`config.mk`:
```
export PLATFORM = sky130hd
export DESIGN_NAME = prv664_scoreboard_flat
export DESIGN_NICKNAME = d
export VERILOG_FILES = /design/src/rtl/prv664_scoreboard_if.sv /design/src/rtl/prv664_scoreboard.sv /design/src/flat_wrapper.sv
export SDC_FILE = /design/constraint.sdc
export NUM_CORES = 1
export LEC_CHECK = 0
export ABC_AREA = 1
export BUFFER_PORTS_ARGS = -buffer_cell sky130_fd_sc_hd__clkbuf_2
export CAP_MARGIN = 20
export CORE_MARGIN = 5
export CORE_UTILIZATION = 35
export DETAILED_ROUTE_END_ITERATION = 6
export PLACE_DENSITY = 0.46
export SETUP_SLACK_MARGIN = 0.2
export SLEW_MARGIN = 0
export SYNTH_ARGS = -nofsm -noshare
export SYNTH_HDL_FRONTEND = slang
export SYNTH_SLANG_ARGS = --single-unit
```
`constraint.sdc`:
```
create_clock -name clk_i -period 2.5 [get_ports clk_i]
set_input_delay 0.25 -clock clk_i [delete_from_list [all_inputs] [get_ports clk_i]]
set_output_delay 0.25 -clock clk_i [all_outputs]
set_load 0.02 [all_outputs]
```
`src/rtl/prv664_scoreboard_if.sv`:
```
// prv664_scoreboard_if: dispatch, source-query and commit signals of the register busy table.
interface prv664_scoreboard_if #(parameter int TAG_WIDTH = 4);
    logic                 flush_i;
    logic                 disp0_valid, disp1_valid;
    logic [4:0]           disp0_rdindex, disp1_rdindex;
    logic [TAG_WIDTH-1:0] disp0_tag, disp1_tag;
    logic [4:0]           port0_rs1index, port0_rs2index, port1_rs1index, port1_rs2index;
    logic                 port0_rs1busy, port0_rs2busy, port1_rs1busy, port1_rs2busy;
    logic [TAG_WIDTH-1:0] port0_rs1tag, port0_rs2tag, port1_rs1tag, port1_rs2tag;
    logic                 cmt0_valid, cmt1_valid;
    logic [4:0]           cmt0_rdindex, cmt1_rdindex;
    logic [TAG_WIDTH-1:0] cmt0_tag, cmt1_tag;
    logic                 idle_o;
    modport master (
        output flush_i, disp0_valid, disp1_valid, disp0_rdindex, disp1_rdindex, disp0_tag, disp1_tag,
        output port0_rs1index, port0_rs2index, port1_rs1index, port1_rs2index,
        output cmt0_valid, cmt1_valid, cmt0_rdindex, cmt1_rdindex, cmt0_tag, cmt1_tag,
        input  port0_rs1busy, port0_rs2busy, port1_rs1busy, port1_rs2busy,
        input  port0_rs1tag, port0_rs2tag, port1_rs1tag, port1_rs2tag, idle_o
    );
    modport slave (
        input  flush_i, disp0_valid, disp1_valid, disp0_rdindex, disp1_rdindex, disp0_tag, disp1_tag,
        input  port0_rs1index, port0_rs2index, port1_rs1index, port1_rs2index,
        input  cmt0_valid, cmt1_valid, cmt0_rdindex, cmt1_rdindex, cmt0_tag, cmt1_tag,
        output port0_rs1busy, port0_rs2busy, port1_rs1busy, port1_rs2busy,
        output port0_rs1tag, port0_rs2tag, port1_rs1tag, port1_rs2tag, idle_o
    );
endinterface

```
`src/rtl/prv664_scoreboard.sv`:
```
// prv664_scoreboard: per-register busy/ROB-tag table for dual-issue dispatch with two commit ports.
module prv664_scoreboard #(
    parameter int TAG_WIDTH = 4
) (
    input logic                clk_i,
    input logic                srst_i,
    prv664_scoreboard_if.slave sb
);
    logic [31:0]          busy;
    logic [TAG_WIDTH-1:0] tag [32];
    logic                 byp1, byp2;

    // x0 is skipped so it stays not-busy with tag 0 after reset
    always_ff @(posedge clk_i) begin
        if (srst_i) begin
            busy <= '0;
            for (int r = 0; r < 32; r++) tag[r] <= '0;
        end else if (sb.flush_i) begin
            busy <= '0;
        end else begin
            for (int r = 1; r < 32; r++) begin
                if (sb.disp1_valid && sb.disp1_rdindex == 5'(r)) begin
                    busy[r] <= 1'b1;
                    tag[r]  <= sb.disp1_tag;
                end else if (sb.disp0_valid && sb.disp0_rdindex == 5'(r)) begin
                    busy[r] <= 1'b1;
                    tag[r]  <= sb.disp0_tag;
                end else if ((sb.cmt0_valid && sb.cmt0_rdindex == 5'(r) && sb.cmt0_tag == tag[r]) ||
                             (sb.cmt1_valid && sb.cmt1_rdindex == 5'(r) && sb.cmt1_tag == tag[r])) begin
                    busy[r] <= 1'b0;
                end
            end
        end
    end

    // slot 1 sources see the older slot 0 writer dispatched in the same cycle
    assign byp1 = sb.disp0_valid && sb.disp0_rdindex != 5'd0 && sb.disp0_rdindex == sb.port1_rs1index;
    assign byp2 = sb.disp0_valid && sb.disp0_rdindex != 5'd0 && sb.disp0_rdindex == sb.port1_rs2index;

    assign sb.port0_rs1busy = busy[sb.port0_rs1index];
    assign sb.port0_rs1tag  = tag[sb.port0_rs1index];
    assign sb.port0_rs2busy = busy[sb.port0_rs2index];
    assign sb.port0_rs2tag  = tag[sb.port0_rs2index];
    assign sb.port1_rs1busy = byp1 | busy[sb.port1_rs1index];
    assign sb.port1_rs1tag  = byp1 ? sb.disp0_tag : tag[sb.port1_rs1index];
    assign sb.port1_rs2busy = byp2 | busy[sb.port1_rs2index];
    assign sb.port1_rs2tag  = byp2 ? sb.disp0_tag : tag[sb.port1_rs2index];
    assign sb.idle_o        = ~|busy;
endmodule

```
`src/flat_wrapper.sv`:
```
// flat-port wrapper written by rule: the top's interface ports become plain ports
module prv664_scoreboard_flat 
#(
    parameter int TAG_WIDTH = 4
)
  (clk_i, srst_i, sb_flush_i, sb_disp0_valid, sb_disp1_valid, sb_disp0_rdindex, sb_disp1_rdindex, sb_disp0_tag, sb_disp1_tag, sb_port0_rs1index, sb_port0_rs2index, sb_port1_rs1index, sb_port1_rs2index, sb_cmt0_valid, sb_cmt1_valid, sb_cmt0_rdindex, sb_cmt1_rdindex, sb_cmt0_tag, sb_cmt1_tag, sb_port0_rs1busy, sb_port0_rs2busy, sb_port1_rs1busy, sb_port1_rs2busy, sb_port0_rs1tag, sb_port0_rs2tag, sb_port1_rs1tag, sb_port1_rs2tag, sb_idle_o);
  prv664_scoreboard_if #(.TAG_WIDTH(TAG_WIDTH)) sb_i ();
  input logic clk_i;
  input logic srst_i;
  input wire logic [$bits(sb_i.flush_i)-1:0] sb_flush_i;
  input wire logic [$bits(sb_i.disp0_valid)-1:0] sb_disp0_valid;
  input wire logic [$bits(sb_i.disp1_valid)-1:0] sb_disp1_valid;
  input wire logic [$bits(sb_i.disp0_rdindex)-1:0] sb_disp0_rdindex;
  input wire logic [$bits(sb_i.disp1_rdindex)-1:0] sb_disp1_rdindex;
  input wire logic [$bits(sb_i.disp0_tag)-1:0] sb_disp0_tag;
  input wire logic [$bits(sb_i.disp1_tag)-1:0] sb_disp1_tag;
  input wire logic [$bits(sb_i.port0_rs1index)-1:0] sb_port0_rs1index;
  input wire logic [$bits(sb_i.port0_rs2index)-1:0] sb_port0_rs2index;
  input wire logic [$bits(sb_i.port1_rs1index)-1:0] sb_port1_rs1index;
  input wire logic [$bits(sb_i.port1_rs2index)-1:0] sb_port1_rs2index;
  input wire logic [$bits(sb_i.cmt0_valid)-1:0] sb_cmt0_valid;
  input wire logic [$bits(sb_i.cmt1_valid)-1:0] sb_cmt1_valid;
  input wire logic [$bits(sb_i.cmt0_rdindex)-1:0] sb_cmt0_rdindex;
  input wire logic [$bits(sb_i.cmt1_rdindex)-1:0] sb_cmt1_rdindex;
  input wire logic [$bits(sb_i.cmt0_tag)-1:0] sb_cmt0_tag;
  input wire logic [$bits(sb_i.cmt1_tag)-1:0] sb_cmt1_tag;
  output wire logic [$bits(sb_i.port0_rs1busy)-1:0] sb_port0_rs1busy;
  output wire logic [$bits(sb_i.port0_rs2busy)-1:0] sb_port0_rs2busy;
  output wire logic [$bits(sb_i.port1_rs1busy)-1:0] sb_port1_rs1busy;
  output wire logic [$bits(sb_i.port1_rs2busy)-1:0] sb_port1_rs2busy;
  output wire logic [$bits(sb_i.port0_rs1tag)-1:0] sb_port0_rs1tag;
  output wire logic [$bits(sb_i.port0_rs2tag)-1:0] sb_port0_rs2tag;
  output wire logic [$bits(sb_i.port1_rs1tag)-1:0] sb_port1_rs1tag;
  output wire logic [$bits(sb_i.port1_rs2tag)-1:0] sb_port1_rs2tag;
  output wire logic [$bits(sb_i.idle_o)-1:0] sb_idle_o;
  assign sb_i.flush_i = sb_flush_i;
  assign sb_i.disp0_valid = sb_disp0_valid;
  assign sb_i.disp1_valid = sb_disp1_valid;
  assign sb_i.disp0_rdindex = sb_disp0_rdindex;
  assign sb_i.disp1_rdindex = sb_disp1_rdindex;
  assign sb_i.disp0_tag = sb_disp0_tag;
  assign sb_i.disp1_tag = sb_disp1_tag;
  assign sb_i.port0_rs1index = sb_port0_rs1index;
  assign sb_i.port0_rs2index = sb_port0_rs2index;
  assign sb_i.port1_rs1index = sb_port1_rs1index;
  assign sb_i.port1_rs2index = sb_port1_rs2index;
  assign sb_i.cmt0_valid = sb_cmt0_valid;
  assign sb_i.cmt1_valid = sb_cmt1_valid;
  assign sb_i.cmt0_rdindex = sb_cmt0_rdindex;
  assign sb_i.cmt1_rdindex = sb_cmt1_rdindex;
  assign sb_i.cmt0_tag = sb_cmt0_tag;
  assign sb_i.cmt1_tag = sb_cmt1_tag;
  assign sb_port0_rs1busy = sb_i.port0_rs1busy;
  assign sb_port0_rs2busy = sb_i.port0_rs2busy;
  assign sb_port1_rs1busy = sb_i.port1_rs1busy;
  assign sb_port1_rs2busy = sb_i.port1_rs2busy;
  assign sb_port0_rs1tag = sb_i.port0_rs1tag;
  assign sb_port0_rs2tag = sb_i.port0_rs2tag;
  assign sb_port1_rs1tag = sb_i.port1_rs1tag;
  assign sb_port1_rs2tag = sb_i.port1_rs2tag;
  assign sb_idle_o = sb_i.idle_o;
  prv664_scoreboard #(.TAG_WIDTH(TAG_WIDTH)) u_core (.clk_i(clk_i), .srst_i(srst_i), .sb(sb_i));
endmodule
```
---- Word-level counts from Yosys, hierarchy flattened ----
Memories as Yosys holds them, arrays and structs flattened.
Index checks and enable logic that the tools add are counted.
storage, ports and cells
  RAM bits ................................ 128
  output and inout port bits .............. 21
  memories ................................ 1
  word-level logic and storage cells ...... 989
  input port bits ......................... 63
  register bits ........................... 31
operators by class
  muxes and demuxes ....................... 446
  reductions and logical operators ........ 255
  bitwise gates (word level) .............. 64
  equality and inequality tests ........... 188
  order comparisons ....................... 4
memories
  name        depth  bits a word  read ports  clocked after memory_dff  wr ports  RTL line                 text
  u_core.tag  32     4            35          0                         32        prv664_scoreboard.sv:10  logic [TAG_WIDTH-1:0] tag [32];
operators with widths
  kind                                                 count
  2-to-1 mux 1 bit                                     378
  equality test 5 bit, second input constant           64
  2-to-1 mux 4 bit                                     64
  equality test 4 bit                                  62
  logical AND 1 bit                                    189
  equality test 5 x 4 -> 1 bit, second input constant  32
  nonzero test 3 bit                                   31
  equality test 5 x 3 -> 1 bit, second input constant  16
  bitwise OR 1 bit                                     64
  equality test 5 x 2 -> 1 bit, second input constant  8
  logical OR 1 bit                                     31
  OR reduction 31 bit                                  1
  < comparator 5 x 6 -> 1 bit, second input constant   4
  binary-select mux 1 bit (select 5 bit)               4
  equality test 5 x 1 -> 1 bit, second input constant  4
  equality test 5 bit                                  2
  nonzero test 5 bit                                   1
  OR reduction 2 bit                                   1
  logical NOT 1 bit                                    1

---- Logic depth before layout (Yosys ltp) ----
  depth in word-level cells ............... 8
  gate-level depth with buffers ........... 11
  mapped depth without buffers ............ 9

---- Worst setup path before layout ----
No wires, ideal clock.
  kind .................................... input to register
  start point ............................. input port sb_disp0_rdindex[3]
  end point ............................... memory u_core.tag[18][0], enable pin
  data required time ...................... 2139 ps
  arrival ................................. 1501 ps
  stages .................................. 8
  slack ................................... 638 ps
  buffers on the path ..................... 1
  setup time .............................. 361 ps
  cell sequence ........................... clkbuf_2 > nor2_1 > inv_1 > nor2_1 > nand2_1 > nand2_1 > inv_1 > o21ai_0
RTL lines
  element             RTL line                 text
  start: declaration  flat_wrapper.sv:13       input wire logic [$bits(sb_i.disp0_rdindex)-1:0] sb_disp0_rdindex;
  end: declaration    prv664_scoreboard.sv:10

==> results by stage <==
Status:
- The run finished, with violations left.
- The checks that failed: design-rule violations.

Yosys:
- In the synthesized netlist the dominant register cell turns out to be edfxtp_1.
- The portion of the post-synthesis area used by sequential elements is 25.3%.
- The share of synthesized cell area in full adder, half adder and majority cells is 0%.
- The number of nets in the synthesized netlist is just under 3,000.
- The synthesized area is ~17,000 µm².
- Summing the areas of all compound-gate instances in the mapped netlist gives 24.9% of the synthesized area.
- Counting flops with a built-in enable in the synthesized netlist gives 124.
- In the synthesized netlist the async set-or-reset flop fraction comes to 0%.
- In this run, distinct cell masters in the synthesized netlist total 46.
- The Yosys step of the flow raised 0 warnings.
- The gate count of the mapped netlist is 2,848.
- After synthesis the netlist holds a flip-flop and latch count of 155.
- By area, the combinational part of the netlist is dominated by simple AND/OR/NAND/NOR gates.
- The post-synthesis xor/xnor area fraction is 2.65%.
- The synthesized netlist devotes between 30% and 40% of its cell area to simple gates.
- The portion of synthesized area spent on multiplexers is 0%.
- After synthesis, the mean cell area works out to 6.03 µm².

Routing:
- The number of design rule violations left after detail routing is 1.
- The routed layout has 22,800 vias.
- Dividing the detail-routed via count by the number of cells gives 6.24.
- The violation count after the first detailed-routing iteration is 3,947.
- The count of nets left with antenna violations once routing finished came out at 0.
- After detailed routing, the total wire length is 105,000 µm.
- The length of the first detailed-routing pass in iterations is 7.
- The mean routed wirelength per cell is 28.8 µm.

Power:
- The clock network fraction of total power is 29.0%.
- The ratio of total power to cell area is 444 nW/µm².
- The internal portion of total power is 5.48 mW.
- VDD sags by at most 455 µV.
- Of the total power, the share spent switching nets is 40.4%.
- The share of power burned in combinational logic is a little over a third.
- Registers are responsible for 35.0% of the overall power.
- The completed layout was analyzed and its total power is 9.19 mW.
- For this design the static power due to leakage is 8.34 nW.
- The switching power total is roughly 3.7 mW.

Critical path:
- The kind of start point of the critical path is a flip-flop.
- Among the stages of the critical path, the cell type that occurs most often is nand3_1.
- The critical path goes through clkinvlp_4, a31oi_1, nand3_1, nand3_1, nand3_2, nand2_4, buf_6.
- The classification of the worst setup path is flip-flop to output pin.
- In this run the worst setup path terminates at sb_port0_rs2tag[1].
- Data on the critical path is required at its endpoint by 2250 ps.
- Tracing the worst setup path back leads to its startpoint at u_core.tag[8][1].
- STA puts the critical path data arrival time at 2030 ps.
- The number of cells on the worst reg-to-reg path is 8.
- The beginning of the worst register-to-register path is u_core.tag[10][0].
- In this run the critical register-to-register path is captured at u_core.busy[10].
- In this run the worst path has a maximum fanout of 5.
- The worst register-to-register path has a setup slack of between 700 and 800 ps.
- The largest single stage delay on the critical path is 470 ps.
- STA classifies the critical path endpoint as an output pin.
- The critical path's slowest cell is edfxtp_1.

Min path:
- The min-delay analysis places its worst path in the category primary input to flip-flop.

Layout:
- The ratio of cells with drive above 1 in the final layout is 19.1%.
- The final cell count without fillers is around 3,700.
- The number of nets in the final layout is 3,039.
- The library cell used most frequently in the layout, excluding fill and tap cells, is nand2_1.
- The final core utilization is between 40% and 50%.
- Compared with the post-synthesis result, the final layout area differs by 20.6%.
- 0 antenna diodes ended up in the layout.
- In the layout the commonest cells are 607 x nand2_1, 410 x nand3_1, 283 x a21oi_1, 211 x nor2_1, 211 x buf_4.

Run:
- The max capacitance violation total is 0.

Timing:
- Of the available clock period, the critical path in the final layout requires approximately nine tenths.
- The tightest slew margin relative to the limit is 48.3%.
- For the final database, setup skew stands at 7.82 ps.
- For the pin with the worst max-slew slack, the measured transition is roughly 770 ps.
- The final count of negative-setup-slack endpoints is 0.
- Setup repair after global routing could not meet its margin everywhere.
- Setup total negative slack on the finished layout was measured at 0 ps.
- The highest attainable clock frequency is 438 MHz.
- The final hold violation count was 0.
- The final count of pins violating max slew was 0.
- The clock period could shrink to 2280 ps.
- Final hold analysis gives a worst-case slack of 245 ps.

Placed design:
- Buffers placed on the I/O ports in this run total 83.
- The number of placed cells counting well taps is 3,525.
- The placer's final routability congestion estimate is 1.06.
- The HPWL reported at the end of detailed placement is 79,400 µm.

Clocking:
- The tree is rooted in a clkbuf_16.
- Clock tree synthesis inserted a total of 17 buffers.
- The clock tree synthesis step divided the H-tree into 4 levels.
- Hold repair after CTS inserted 0 buffers.
- The clock drives 155 sinks.
- The clock passes through at most 2 buffers.
- TritonCTS built the clock tree.
- The clock-pin slew on the worst setup and hold paths is 70 ps.
- The clock reaches the later pin of the worst-skew pair after roughly 450 ps.

Floorplan:
- The die outline height is 232 µm.
- For this configuration, the core starts out at a cell density of roughly a third.
- The floorplan has a little over 80 rows.
- Measured along the x axis, the die boundary spans 232 µm.
- The overall die area is 53,600 µm².
- The area of the core region is 48,700 µm².
- between 80 and 90 I/O pins were placed.

Global route:
- For this run the aggregate overflow at the end of global routing stands at 0.
- The first global-routing pass estimated 147,000 µm of wire.
- The via count of the first global-routing pass is 19,900.
- The number of antenna violations at the first check in global routing is 3.
- Global routing used 37.4% of the available tracks.
- The largest net degree at the start of global routing is ~90.
## per-stage QoR
stage	setup slack, ps	cell area [µm²]
4_1_cts	126	19800
5_1_grt	163	20700
3_3_place_gp	-129	18800
2_1_floorplan	638	17200
6_report	216	20700
3_5_place_dp	-105	18800
## power by group through the flow
stage          clock network, mW  logic, mW  registers [mW]
2_1_floorplan                  0       1.69            3.11
3_3_place_gp                   0       2.84            3.26
3_5_place_dp                   0       2.84            3.26
4_1_cts                     2.69       2.94            3.20
5_1_grt                     2.80       3.47            3.21
6_report                    2.67       3.30            3.22
## worst min path at each step
stage / startpoint / to / slack (ps) / cells past startpoint
after detailed placement: u_core.busy[5] / u_core.busy[5] / 510 / 2
after CTS: srst_i / u_core.tag[30][3] / 220 / 2
final: sb_disp0_tag[2] / u_core.tag[11][2] / 240 / 3
after global placement: u_core.busy[5] / u_core.busy[5] / 500 / 2
after floorplan: u_core.busy[5] / u_core.busy[5] / 470 / 2
after global routing: srst_i / u_core.tag[30][1] / 240 / 2
## what timing repair did
| action | CTS | global route |
|---|---|---|
| endpoints found under the setup margin | 21 | 20 |
| buffers inserted | 27 | 69 |
| gates resized for setup | 70 | 187 |
| pin swaps | 6 | 37 |
## worst max-delay path: cells and delay by family, from the launching register on
family	cells	cell delay [ps]
AO/OA/AOI/OAI	1	250
buffers and inverters	2	390
flip-flops	1	470
AND/OR/NAND/NOR	4	480
## routing by layer
metal / global-route usage (%) / vias to the layer above / wire, µm
met3: 8.37 / 275 / 12800
met1: 54.5 / 10700 / 44700
li1: - / 10100 / -
met2: 53.3 / 1685 / 42400
met4: 14.8 / 0 / 5430
met5: 0 / - / 0
## cells in the mapped netlist, drive strengths merged, types with 2 or more instances
cell    instances  share of area, %
o211ai         56               2.4
a211oi         24               1.1
nand3b          2              0.23
nor3b           2              0.15
nand3         463                14
nand2         621                14
nor3           40               1.2
clkinv         17              0.38
xnor2           3              0.15
nor4            7              0.25
edfxtp        124                22
inv           260               5.7
dfxtp          31               3.6
nand4          27               1.6
a31oi          56               2.0
clkbuf        145               3.2
a21oi         289               8.5
nor2          227               5.4
buf            61               1.8
o22ai         117               4.3
xor2           49               2.5
or2             3              0.11
o21ai         222               6.5
## flip-flops by register name (all words and copies together), names as in the netlist
| signal | count |
|---|---|
| u_core.busy | 31 |
| u_core.tag | 124 |
## area by class of cell
class,count,area [µm²]
fillers,5303,28000
multi-input cells,2210,11300
flip-flops and latches,155,4360
repair buffers,315,2520
inverters,277,1120
well taps,664,831
clock buffers,18,429
clock inverters,14,160
## kinds of logic (layout without fill, tap and decap cells)
family	Yosys count	after routing
xor gates and xnor gates	52	52
buffers and inverters	483	624
DFF	155	155
and+or+nand+nor	1392	1392
AOI/OAI and AO/OA	766	766
No activity file was read; power rests on OpenSTA's default activity.
